### src/rtl/uart_rx.sv
// 8N1 UART receiver, LSB first, sampled on an external oversample tick.
// Emits a one-clk rx_done with the byte, or a one-clk frame_err if the stop bit is low.
module uart_rx #(
   parameter int unsigned OVERSAMPLE = 16
) (
   input  logic       clk_i,
   input  logic       rst_ni,
   input  logic       tick_i,
   input  logic       rx_i,
   output logic [7:0] rx_data_o,
   output logic       rx_done_o,
   output logic       frame_err_o,
   output logic       rx_busy_o
);

   localparam int unsigned TickW = $clog2(OVERSAMPLE);
   localparam logic [TickW-1:0] MidTick  = TickW'(OVERSAMPLE / 2 - 1);
   localparam logic [TickW-1:0] LastTick = TickW'(OVERSAMPLE - 1);

   typedef enum logic [2:0] {
      StIdle,
      StStart,
      StData,
      StStop,
      StWaitHigh
   } state_e;

   state_e           state_q;
   logic             rx_meta_q;
   logic             rx_s_q;
   logic [TickW-1:0] tick_cnt_q;
   logic [2:0]       bit_cnt_q;
   logic [7:0]       shift_q;
   logic [7:0]       rx_data_q;
   logic             rx_done_q;
   logic             frame_err_q;
   logic             rx_busy_q;

   // Both stages reset high so reset release never looks like a start bit.
   always_ff @(posedge clk_i or negedge rst_ni) begin
      if (!rst_ni) begin
         rx_meta_q <= 1'b1;
         rx_s_q    <= 1'b1;
      end else begin
         rx_meta_q <= rx_i;
         rx_s_q    <= rx_meta_q;
      end
   end

   always_ff @(posedge clk_i or negedge rst_ni) begin
      if (!rst_ni) begin
         state_q     <= StIdle;
         tick_cnt_q  <= '0;
         bit_cnt_q   <= '0;
         shift_q     <= '0;
         rx_data_q   <= '0;
         rx_done_q   <= 1'b0;
         frame_err_q <= 1'b0;
         rx_busy_q   <= 1'b0;
      end else begin
         rx_done_q   <= 1'b0;
         frame_err_q <= 1'b0;
         case (state_q)
            StIdle: begin
               if (!rx_s_q) begin
                  state_q    <= StStart;
                  tick_cnt_q <= '0;
                  rx_busy_q  <= 1'b1;
               end
            end
            StStart: begin
               if (tick_i) begin
                  if (tick_cnt_q == MidTick) begin
                     tick_cnt_q <= '0;
                     if (!rx_s_q) begin
                        state_q   <= StData;
                        bit_cnt_q <= '0;
                     end else begin
                        // Line went back high before mid start bit: treat as noise.
                        state_q   <= StIdle;
                        rx_busy_q <= 1'b0;
                     end
                  end else begin
                     tick_cnt_q <= tick_cnt_q + 1'b1;
                  end
               end
            end
            StData: begin
               if (tick_i) begin
                  if (tick_cnt_q == LastTick) begin
                     tick_cnt_q <= '0;
                     shift_q    <= {rx_s_q, shift_q[7:1]};
                     if (bit_cnt_q == 3'd7) begin
                        state_q <= StStop;
                     end else begin
                        bit_cnt_q <= bit_cnt_q + 1'b1;
                     end
                  end else begin
                     tick_cnt_q <= tick_cnt_q + 1'b1;
                  end
               end
            end
            StStop: begin
               if (tick_i) begin
                  if (tick_cnt_q == LastTick) begin
                     tick_cnt_q <= '0;
                     if (rx_s_q) begin
                        rx_data_q <= shift_q;
                        rx_done_q <= 1'b1;
                        state_q   <= StIdle;
                        rx_busy_q <= 1'b0;
                     end else begin
                        frame_err_q <= 1'b1;
                        state_q     <= StWaitHigh;
                     end
                  end else begin
                     tick_cnt_q <= tick_cnt_q + 1'b1;
                  end
               end
            end
            StWaitHigh: begin
               // A held-low (break) line must not start a new frame.
               if (rx_s_q) begin
                  state_q   <= StIdle;
                  rx_busy_q <= 1'b0;
               end
            end
            default: begin
               state_q   <= StIdle;
               rx_busy_q <= 1'b0;
            end
         endcase
      end
   end

   assign rx_data_o   = rx_data_q;
   assign rx_done_o   = rx_done_q;
   assign frame_err_o = frame_err_q;
   assign rx_busy_o   = rx_busy_q;

endmodule
### config.mk
export PLATFORM = sky130hd
export DESIGN_NAME = uart_rx
export DESIGN_NICKNAME = d
export VERILOG_FILES = /design/src/rtl/uart_rx.sv
export SDC_FILE = /design/constraint.sdc
export NUM_CORES = 1
export LEC_CHECK = 0
export ABC_AREA = 1
export CORE_MARGIN = 2
export CORE_UTILIZATION = 42
export DETAILED_ROUTE_END_ITERATION = 16
export PLACE_DENSITY = 0.59
export SYNTH_ARGS = -nofsm -noshare
export SYNTH_HDL_FRONTEND = slang
export SYNTH_SLANG_ARGS = --single-unit
### constraint.sdc
create_clock -name clk_i -period 1.5 [get_ports clk_i]
set_input_delay 0.225 -clock clk_i [delete_from_list [all_inputs] [get_ports clk_i]]
set_output_delay 0.225 -clock clk_i [all_outputs]
set_load 0.005 [all_outputs]
==> impl_metrics.csv, run 1 <==
group,metric,value,unit
outcome,outcome,"finished clean",
grt,grt_usage,17.55,%
logic_synthesis,synth_top_family_by_area,"simple AND/OR/NAND/NOR gates",
drt,first_pass_iters,4,
grt,grt_pass1_wl,5506,µm
logic_synthesis,syn_area,0.001561,mm²
logic_synthesis,yosysWarnings,0,
floorplan,core_area,0.003606,mm²
placed_design,dpl.hpwl,2272,µm
power,p_leak,0.9803,nW
grt,grt_pass1_vias,1254,
drt,drc_errors,0,
floorplan,die_h,64.98,µm
critical_path,cp.required,1.66,ns
logic_synthesis,synth_cells,175,
layout,n_antenna_cell,0,
logic_synthesis,avgSynthCellArea,8.923,µm²
logic_synthesis,synth_fa_ha_area_share,2.404,%
layout,drive_gt1_share,27.75,%
critical_path,crit_type,"reg -> reg",
layout,final_common_cell,"nand2_1",
drt,wl,3112,µm
clocking,cts-root-buf,"clkbuf_8",
logic_synthesis,synth_xor_area_share,0.5609,%
layout,fillers,326,
sta,post-route-period-util,93.63,%
logic_synthesis,synthDistinctLibCells,23,
critical_path,cp-start-kind,"flop",
grt,grt-ovfl-total,0,
logic_synthesis,synth_fp_nets,182,
placed_design,gp_congestion,0.8433,
floorplan,die-area,0.004222,mm²
sta,relSlewSlack,69.36,%
logic_synthesis,ys_seq_area_share,49.84,%
placed_design,port_buffers,14,
layout,layout.nets,215,
floorplan,die_w,64.98,µm
sta,hold_viol,0,
logic_synthesis,synth-simple-area-share,31.25,%
drt,routedWlPerCell,12.11,µm
critical_path,cp.arrival,1.56,ns
placed_design,dp.cells,245,
clocking,clock_sinks,31,
logic_synthesis,synth_seq_cells,31,
logic_synthesis,synth-compound-area-share,9.215,%
min_path,hold_path.class,"in -> async",
floorplan,rows,22,
job,maxCapViolCount,0,
grt,grt_max_degree,17,
layout,instances_no_fill,257,
sta,setup_viol,0,
power,p_per_area,1309,mW/mm²
clocking,htree_levels,2,
drt,postRouteAntennaNets,0,
layout,multi_input_area,720.7,µm²
sta,period_needed,1.404,ns
drt,num_vias,1216,
clocking,clk_pin_slew,0.07,ns
floorplan,io_pins,15,
layout,final_cell_mix,"53 x nand2_1, 27 x dfrtp_1, 17 x inv_1",
layout,seq_area,780.7,µm²
sta,skew,0.005821,ns
clocking,numCtsBuffers,5,
layout,area_growth,27.00,%
power,peakVddDrop,0.8056,mV
floorplan,start_util,43.30,%
drt,drt_iter0_drc,80,
logic_synthesis,synthMuxAreaShare,0,%
drt,via_per_inst,4.732,
grt,antenna_found_initial,0,
layout,finish.utilization,55.00,%
critical_path,end_kind,"flop",
sta,report.final.slew_viol_count,0,
sta,max_freq,712.0,MHz
sta,tightest_slew,0.4581,ns
critical_path,crit_fanout,8,
clocking,clock_latency,0.28,ns
clocking,cts_max_path_buffers,2,
clocking,cts_tree,"built",
[area by class of cell]
class | count | area share, %
Timing Repair Buffer | 28 | 13.00
Tap cell | 48 | 3.028
Sequential cell | 31 | 39.37
Inverter | 21 | 3.975
Clock buffer | 6 | 3.659
Clock inverter | 2 | 0.6309
Multi-Input combinational cell | 121 | 36.34
[Yosys cell counts]
cell	instances	area (µm²)
nor2_1	8	30.03
nand3_1	11	55.05
o21ai_2	9	78.83
nand2_4	3	33.78
nand3b_1	1	7.510
xor2_1	1	8.760
buf_8	1	15.01
nor2_8	1	20.02
nand2_1	53	198.9
o21ai_1	4	20.02
inv_1	17	63.81
nor3_1	1	5.000
nor2_4	4	45.04
dfstp_2	2	52.55
inv_2	4	15.01
dfrtp_1	29	725.7
nand2_2	2	12.51
nand4_1	6	37.54
o21ai_0	9	45.04
nor2_2	2	12.51
buf_6	1	11.26
nand3_2	3	30.03
ha_1	3	37.54
[power by group]
part	switching, mW	internal [mW]
combinational	0.592	0.342
clock	0.305	0.323
sequential	0.107	0.927
[timing repair]
item,4_1_cts,5_1_grt
setup buffers,0,4
resized for setup,0,13
hold buffers,0,0
setup endpoints to repair,0,16
[critical path, stage by stage, from the launching register on]
cell	delay, ns
dfrtp_1	0.40
ha_4	0.18
nand3_4	0.10
nor2_4	0.12
inv_2	0.08
nor2_8	0.15
buf_4	0.16
o21ai_0	0.09
[stage by stage]
stage | worst slack [ns] | area [µm²] | total power, mW | TNS (ns) | hold slack, ns
floorplan | 0.1478 | 1562 | 1.637 | 0 | -0.07059
global placement | 0.01276 | 1823 | 1.867 | 0 | 0.3477
detailed placement | -0.01285 | 1823 | 1.891 | -0.03677 | 0.3468
CTS | 0.03792 | 1908 | 2.533 | 0 | 0.2715
global route | -0.01349 | 1983 | 2.809 | -0.03825 | 0.2913
finish | 0.09552 | 1983 | 2.596 | 0 | 0.2553
[kinds of logic after synthesis]
| logic type | after synthesis |
|---|---|
| xor gates and xnor gates | 1 |
| adders and majority gates | 3 |
| AOI/OAI and AO/OA | 22 |
| DFF | 31 |
| buffers and inverters | 23 |
| and+or+nand+nor | 95 |
[state kept, by name (all words and copies together), names as in the netlist]
register     flops
rx_data_o        8
shift_q          8
tick_cnt_q       4
bit_cnt_q        3
state_q          3
frame_err_o      1
rx_busy_o        1
rx_done_o        1
rx_meta_q        1
rx_s_q           1
[worst paths after layout]
check	slack [ns]	cells after the start	startpoint	end
max	0.1	7	tick_cnt_q[0]	shift_q[7]
min	0.26	1	rst_ni	state_q[0]
max reg2reg	0.1	7	tick_cnt_q[0]	shift_q[7]
min reg2reg	0.36	0	rx_meta_q	rx_s_q
max in group asynchronous	0.71	2	rst_ni	shift_q[2]
min in group clk_i	0.35	1	rx_i	rx_meta_q
[metal layers]
| layer | wire, µm | up-vias | GRT usage (%) |
|---|---|---|---|
| met5 | 0 | - | 0 |
| met4 | 65 | 0 | 10.90 |
| met3 | 102 | 7 | 3.993 |
| met2 | 1595 | 17 | 28.99 |
| met1 | 1347 | 568 | 20.58 |
| li1 | - | 624 | - |
Power figures use the tool's default switching activity.
==> inputs of run 2 (changes only) <==
--- a/config.mk
+++ b/config.mk
@@ -6,10 +6,10 @@
 export NUM_CORES = 1
 export LEC_CHECK = 0
 export ABC_AREA = 1
-export CORE_MARGIN = 2
 export CORE_UTILIZATION = 42
 export DETAILED_ROUTE_END_ITERATION = 16
 export PLACE_DENSITY = 0.59
+export RECOVER_POWER = 50
 export SYNTH_ARGS = -nofsm -noshare
 export SYNTH_HDL_FRONTEND = slang
 export SYNTH_SLANG_ARGS = --single-unit
==> run 2 against run 1 <==
Effect of this change:
- routed wire length fell by 6.4%
- core utilization up 1.1 points
- critical path type unchanged
- fmax rose by 0.62%
- register-to-register slack about the same
- largest power group unchanged
- sequential power barely moved
- power shrank 2.2%
- critical path depth is 1 higher
==> impl_metrics.csv, run 2 (synthesized netlist as in run 1, its figures left out) <==
group,metric,value,unit
min_path,worstHoldStart,"rx_meta_q",
grt,antenna_found_initial,0,
layout,n_antenna_cell,0,
grt,grt_max_degree,32,
layout,drive_gt1_share,24.14,%
critical_path,cp_top_family,"flip-flops",
clocking,holdBufCountCts,0,
drt,num_vias,1225,
power,peakVddDrop,0.5283,mV
placed_design,dpl.hpwl,2042,µm
power,p_switching,966.7,µW
drt,wl,2912,µm
layout,final_cell_mix,"53 x nand2_1, 28 x dfrtp_1, 17 x inv_1",
sta,skew,0.006981,ns
drt,drc_errors,0,
drt,via_per_inst,4.920,
clocking,cts_tree,"built",
floorplan,core_area,0.003442,mm²
floorplan,start_util,45.37,%
power,switching_share,38.08,%
floorplan,rows,21,
min_path,hold_path.class,"reg -> reg",
grt,grt_pass1_wl,5181,µm
critical_path,cp-start-kind,"flop",
placed_design,gp_congestion,0.8349,
floorplan,io_pins,15,
power,pwr-share-clk,24.3,%
sta,worst_hold_slack,0.3568,ns
critical_path,worst-path-buf-inv,1,
drt,first_pass_iters,4,
sta,post-route-period-util,93.06,%
clocking,clock_sinks,31,
critical_path,r2r-end,"bit_cnt_q[1]",
sta,relSlewSlack,49.76,%
power,power.total,2.539,mW
clocking,cts_max_path_buffers,2,
sta,period_needed,1.396,ns
grt,grt_usage,17.01,%
critical_path,end_kind,"flop",
drt,routedWlPerCell,11.69,µm
floorplan,die_h,62.98,µm
grt,grt_pass1_vias,1204,
power,pwr-share-seq,40.7,%
placed_design,port_buffers,14,
clocking,htree_levels,2,
power,p_per_area,1314,mW/mm²
power,p_leak,0.9455,nW
critical_path,crit_type,"reg -> reg",
critical_path,reg2reg_slack,0.10,ns
outcome,outcome,"finished clean",
floorplan,die_w,62.98,µm
clocking,cts_setup_buffers,0,
sta,report.final.slew_viol_count,0,
layout,final_common_cell,"nand2_1",
critical_path,crit_path_max_incr_delay,0.40,ns
drt,drt_iter0_drc,81,
layout,layout.nets,209,
clocking,clk_pin_slew,0.06,ns
critical_path,worstPathCellList,"ha_1, ha_1, inv_1, nand3_2, o21ai_4, nand3_2, nand2_1, nand2_1",
layout,area_growth,23.72,%
power,intPower,1.572,mW
critical_path,slowest_stage,"dfrtp_1",
critical_path,r2r-start,"bit_cnt_q[0]",
critical_path,reg2reg_depth,8,
min_path,hold-path-endpoint,"rx_s_q",
clocking,cts-root-buf,"clkbuf_8",
sta,rsz0062_at_grt,"false",
grt,grt-ovfl-total,0,
drt,postRouteAntennaNets,0,
sta,setup_tns,0,ns
sta,tightest_slew,0.7536,ns
min_path,hold_depth,0,
job,maxCapViolCount,0,
critical_path,crit_fanout,4,
critical_path,cp.required,1.67,ns
critical_path,cp.arrival,1.56,ns
clocking,numCtsBuffers,5,
power,p_comb_share,35.0,%
sta,max_freq,716.4,MHz
clocking,clock_latency,0.28,ns
floorplan,die-area,0.003966,mm²
sta,hold_viol,0,
sta,setup_viol,0,
==> run 2: cell types whose count changed in the layout (fill, tap and decap cells not counted), moves of 2 or more <==
| cell | before | now |
|---|---|---|
| dlygate4sd3_1 | 0 | 2 |
| clkdlybuf4s50_1 | 14 | 12 |
| buf_4 | 13 | 5 |
| clkbuf_1 | 1 | 3 |
==> run 2: worst max-delay path by stage <==
stage / from / endpoint / slack (ns) / depth (start not counted)
after floorplan: tick_cnt_q[0] / rx_data_o[2] / 0.15 / 7
after global placement: tick_i / shift_q[4] / 0.01 / 7
after detailed placement: tick_i / state_q[0] / -0.02 / 8
after CTS: tick_cnt_q[1] / shift_q[0] / 0.02 / 8
after global routing: state_q[0] / bit_cnt_q[2] / 0.0007 / 7
final: bit_cnt_q[0] / bit_cnt_q[1] / 0.10 / 8
==> run 2: layer usage <==
metal	GRT usage (%)	part of all wire (%)
met1	21.14	46
met2	26.61	47
met3	5.474	4.3
met4	7.849	2.0
met5	0	0
==> run 2: cell type report <==
class	instances	area (µm²)
clock buffer	8	80.08
fill	321	1510
inverter	21	78.83
multi-input combinational	122	733.2
sequential	31	779.5
tap	46	57.56
timing repair buffer	21	202.7
==> run 2: timing repair <==
action	CTS	global route
gates resized for setup	1	9
gates cloned	0	1
pin swaps	0	1
endpoints found under the setup margin	2	11
hold endpoints to repair	0	0
==> run 2: power by group through the flow <==
| stage | logic (mW) | registers (mW) | clock network, mW |
|---|---|---|---|
| 2_1_floorplan | 0.620 | 1.02 | 0 |
| 3_3_place_gp | 0.823 | 1.02 | 0 |
| 3_5_place_dp | 0.838 | 1.03 | 0 |
| 4_1_cts | 0.840 | 1.01 | 0.638 |
| 5_1_grt | 1.00 | 1.05 | 0.682 |
| 6_report | 0.888 | 1.03 | 0.618 |
==> run 2: stage by stage <==
step	instances	worst slack, ns	util, %	cell area (µm²)
5_1_grt	249	0.0006514	56.13	1932
3_5_place_dp	240	-0.01726	52.60	1810
3_3_place_gp	240	0.01292	52.60	1810
2_1_floorplan	175	0.1478	-	1562
6_report	249	0.1041	56.13	1932
4_1_cts	248	0.02122	54.93	1891
==> inputs of run 3 (changes only) <==
--- a/config.mk
+++ b/config.mk
@@ -6,6 +6,7 @@
 export NUM_CORES = 1
 export LEC_CHECK = 0
 export ABC_AREA = 1
+export CORE_MARGIN = 2
 export CORE_UTILIZATION = 42
 export DETAILED_ROUTE_END_ITERATION = 16
 export PLACE_DENSITY = 0.59
==> run 3 against run 2 <==
Effect of this change:
- critical endpoint is now shift_q[7]
- flip-flop and latch count unchanged
- via count down 0.57%
- final cell count up 3.2%
- non-clock buffer count up 7
- clock skew down 0.00095 ns
- fmax down 0.65%
==> impl_metrics.csv, run 3 (synthesized netlist as in run 1, its figures left out) <==
group,metric,value,unit
clocking,cts-root-buf,"clkbuf_8",
floorplan,io_pins,15,
critical_path,slowest_stage,"dfrtp_1",
power,p_switching,1.003,mW
layout,drive_gt1_share,26.79,%
floorplan,die_h,64.98,µm
critical_path,reg2reg_slack,0.09,ns
placed_design,dpl-instance-area,0.001823,mm²
power,peakVddDrop,0.8055,mV
sta,skew,0.006035,ns
critical_path,worstPathCellList,"ha_4, nand3_4, nor2_4, inv_2, nor2_8, buf_4, o21ai_0",
critical_path,end_kind,"flop",
sta,max_freq,711.7,MHz
layout,final_common_cell,"nand2_1",
grt,antenna_found_initial,0,
placed_design,gp_congestion,0.8433,
power,p_leak,0.9736,nW
critical_path,crit_type,"reg -> reg",
power,p_per_area,1311,mW/mm²
critical_path,cp.arrival,1.56,ns
placed_design,dpl.hpwl,2272,µm
grt,grt_max_degree,17,
drt,wl,3117,µm
critical_path,crit_path_max_incr_delay,0.40,ns
critical_path,r2r-end,"shift_q[7]",
critical_path,worst-path-buf-inv,2,
layout,n_antenna_cell,0,
layout,layout.nets,215,
placed_design,dp_worst_setup_slack,-0.01285,ns
critical_path,cp.required,1.66,ns
layout,finish.utilization,54.79,%
floorplan,die_w,64.98,µm
drt,via_per_inst,4.739,
min_path,hold_path.class,"in -> async",
critical_path,cp_top_family,"flip-flops",
drt,first_pass_iters,4,
floorplan,start_util,43.30,%
floorplan,core_area,0.003606,mm²
grt,grt-ovfl-total,0,
sta,report.final.slew_viol_count,0,
layout,fillers,330,
grt,grt_pass1_wl,5506,µm
layout,final_cell_mix,"53 x nand2_1, 27 x dfrtp_1, 17 x inv_1",
power,p_comb_share,35.8,%
clocking,htree_levels,2,
sta,worst_hold_slack,0.3229,ns
power,pwr-share-seq,39.9,%
clocking,clk_pin_slew,0.07,ns
clocking,cts_max_path_buffers,2,
drt,drc_errors,0,
layout,instances_no_fill,257,
drt,routedWlPerCell,12.13,µm
drt,num_vias,1218,
power,intPower,1.587,mW
critical_path,cp.depth,7,
power,switching_share,38.73,%
clocking,clock_sinks,31,
placed_design,dp.cells,245,
critical_path,r2r-start,"tick_cnt_q[0]",
power,pwr-share-clk,24.2,%
layout,stdcell_area,0.001976,mm²
grt,grt_usage,17.55,%
sta,tightest_slew,0.6181,ns
critical_path,crit_path_start,"tick_cnt_q[0]",
sta,setup_viol,0,
sta,finalWorstSetupSlack,0.09499,ns
sta,post-route-period-util,93.67,%
floorplan,die-area,0.004222,mm²
clocking,cts_tree,"built",
sta,period_needed,1.405,ns
critical_path,cp-start-kind,"flop",
sta,hold_viol,0,
floorplan,rows,22,
outcome,outcome,"finished clean",
grt,grt_pass1_vias,1254,
critical_path,reg2reg_depth,7,
placed_design,port_buffers,14,
clocking,clock_latency,0.28,ns
sta,relSlewSlack,58.79,%
clocking,numCtsBuffers,5,
drt,drt_iter0_drc,79,
drt,postRouteAntennaNets,0,
critical_path,cp-endpoint,"shift_q[7]",
clocking,holdBufCountCts,0,
job,maxCapViolCount,0,
layout,area_growth,26.52,%
critical_path,crit_fanout,8,
## run 3: cell count changes in the layout (fill, tap and decap cells not counted), sizes merged
| cell | change |
|---|---|
| clkbuf | -1 |
| clkinv | +1 |
| nor2 | -1 |
| buf | +6 |
| clkinvlp | +1 |
## run 3: worst min-delay path by stage
stage | startpoint | to | slack (ns) | depth (start not counted)
2_1_floorplan | rst_ni | bit_cnt_q[0] | -0.07 | 0
3_3_place_gp | rx_meta_q | rx_s_q | 0.35 | 0
3_5_place_dp | rx_meta_q | rx_s_q | 0.35 | 0
4_1_cts | rst_ni | state_q[0] | 0.27 | 1
5_1_grt | rst_ni | rx_data_o[6] | 0.36 | 1
6_report | rst_ni | state_q[0] | 0.32 | 1
## run 3: area by class of cell
type	count	area [µm²]	share of cell area, %
clock buffers	6	72.57	3.673
clock inverters	2	12.51	0.6333
inverters	21	78.83	3.990
multi-input cells	121	720.7	36.48
flip-flops and latches	31	780.7	39.52
well taps	48	60.06	3.040
repair buffers	28	250.2	12.67
## run 3: per-stage QoR
step	power (mW)	TNS [ns]
after global routing	2.805	-0.03825
after floorplan	1.637	0
after global placement	1.867	0
final	2.591	0
after CTS	2.533	0
after detailed placement	1.891	-0.03677
## run 3: power groups by stage
| stage | clock network (mW) | registers, mW | logic (mW) |
|---|---|---|---|
| floorplan | 0 | 1.02 | 0.620 |
| global placement | 0 | 1.02 | 0.846 |
| detailed placement | 0 | 1.02 | 0.866 |
| CTS | 0.652 | 1.01 | 0.873 |
| global route | 0.690 | 1.05 | 1.06 |
| finish | 0.628 | 1.03 | 0.929 |
## run 3: per-layer routing
layer  vias up  global-route usage (%)  routed length (µm)
met4         0                   10.90                  65
li1        624                       -                   -
met1       570                   20.58                1343
met2        17                   28.99                1600
met3         7                   3.993                 107
met5         -                       0                   0
## run 3: repair_timing
| item | in CTS | in global routing |
|---|---|---|
| endpoints found under the hold margin | 0 | 0 |
| setup buffers | 0 | 4 |
| gates resized for setup | 0 | 13 |
| setup endpoints to repair | 0 | 16 |
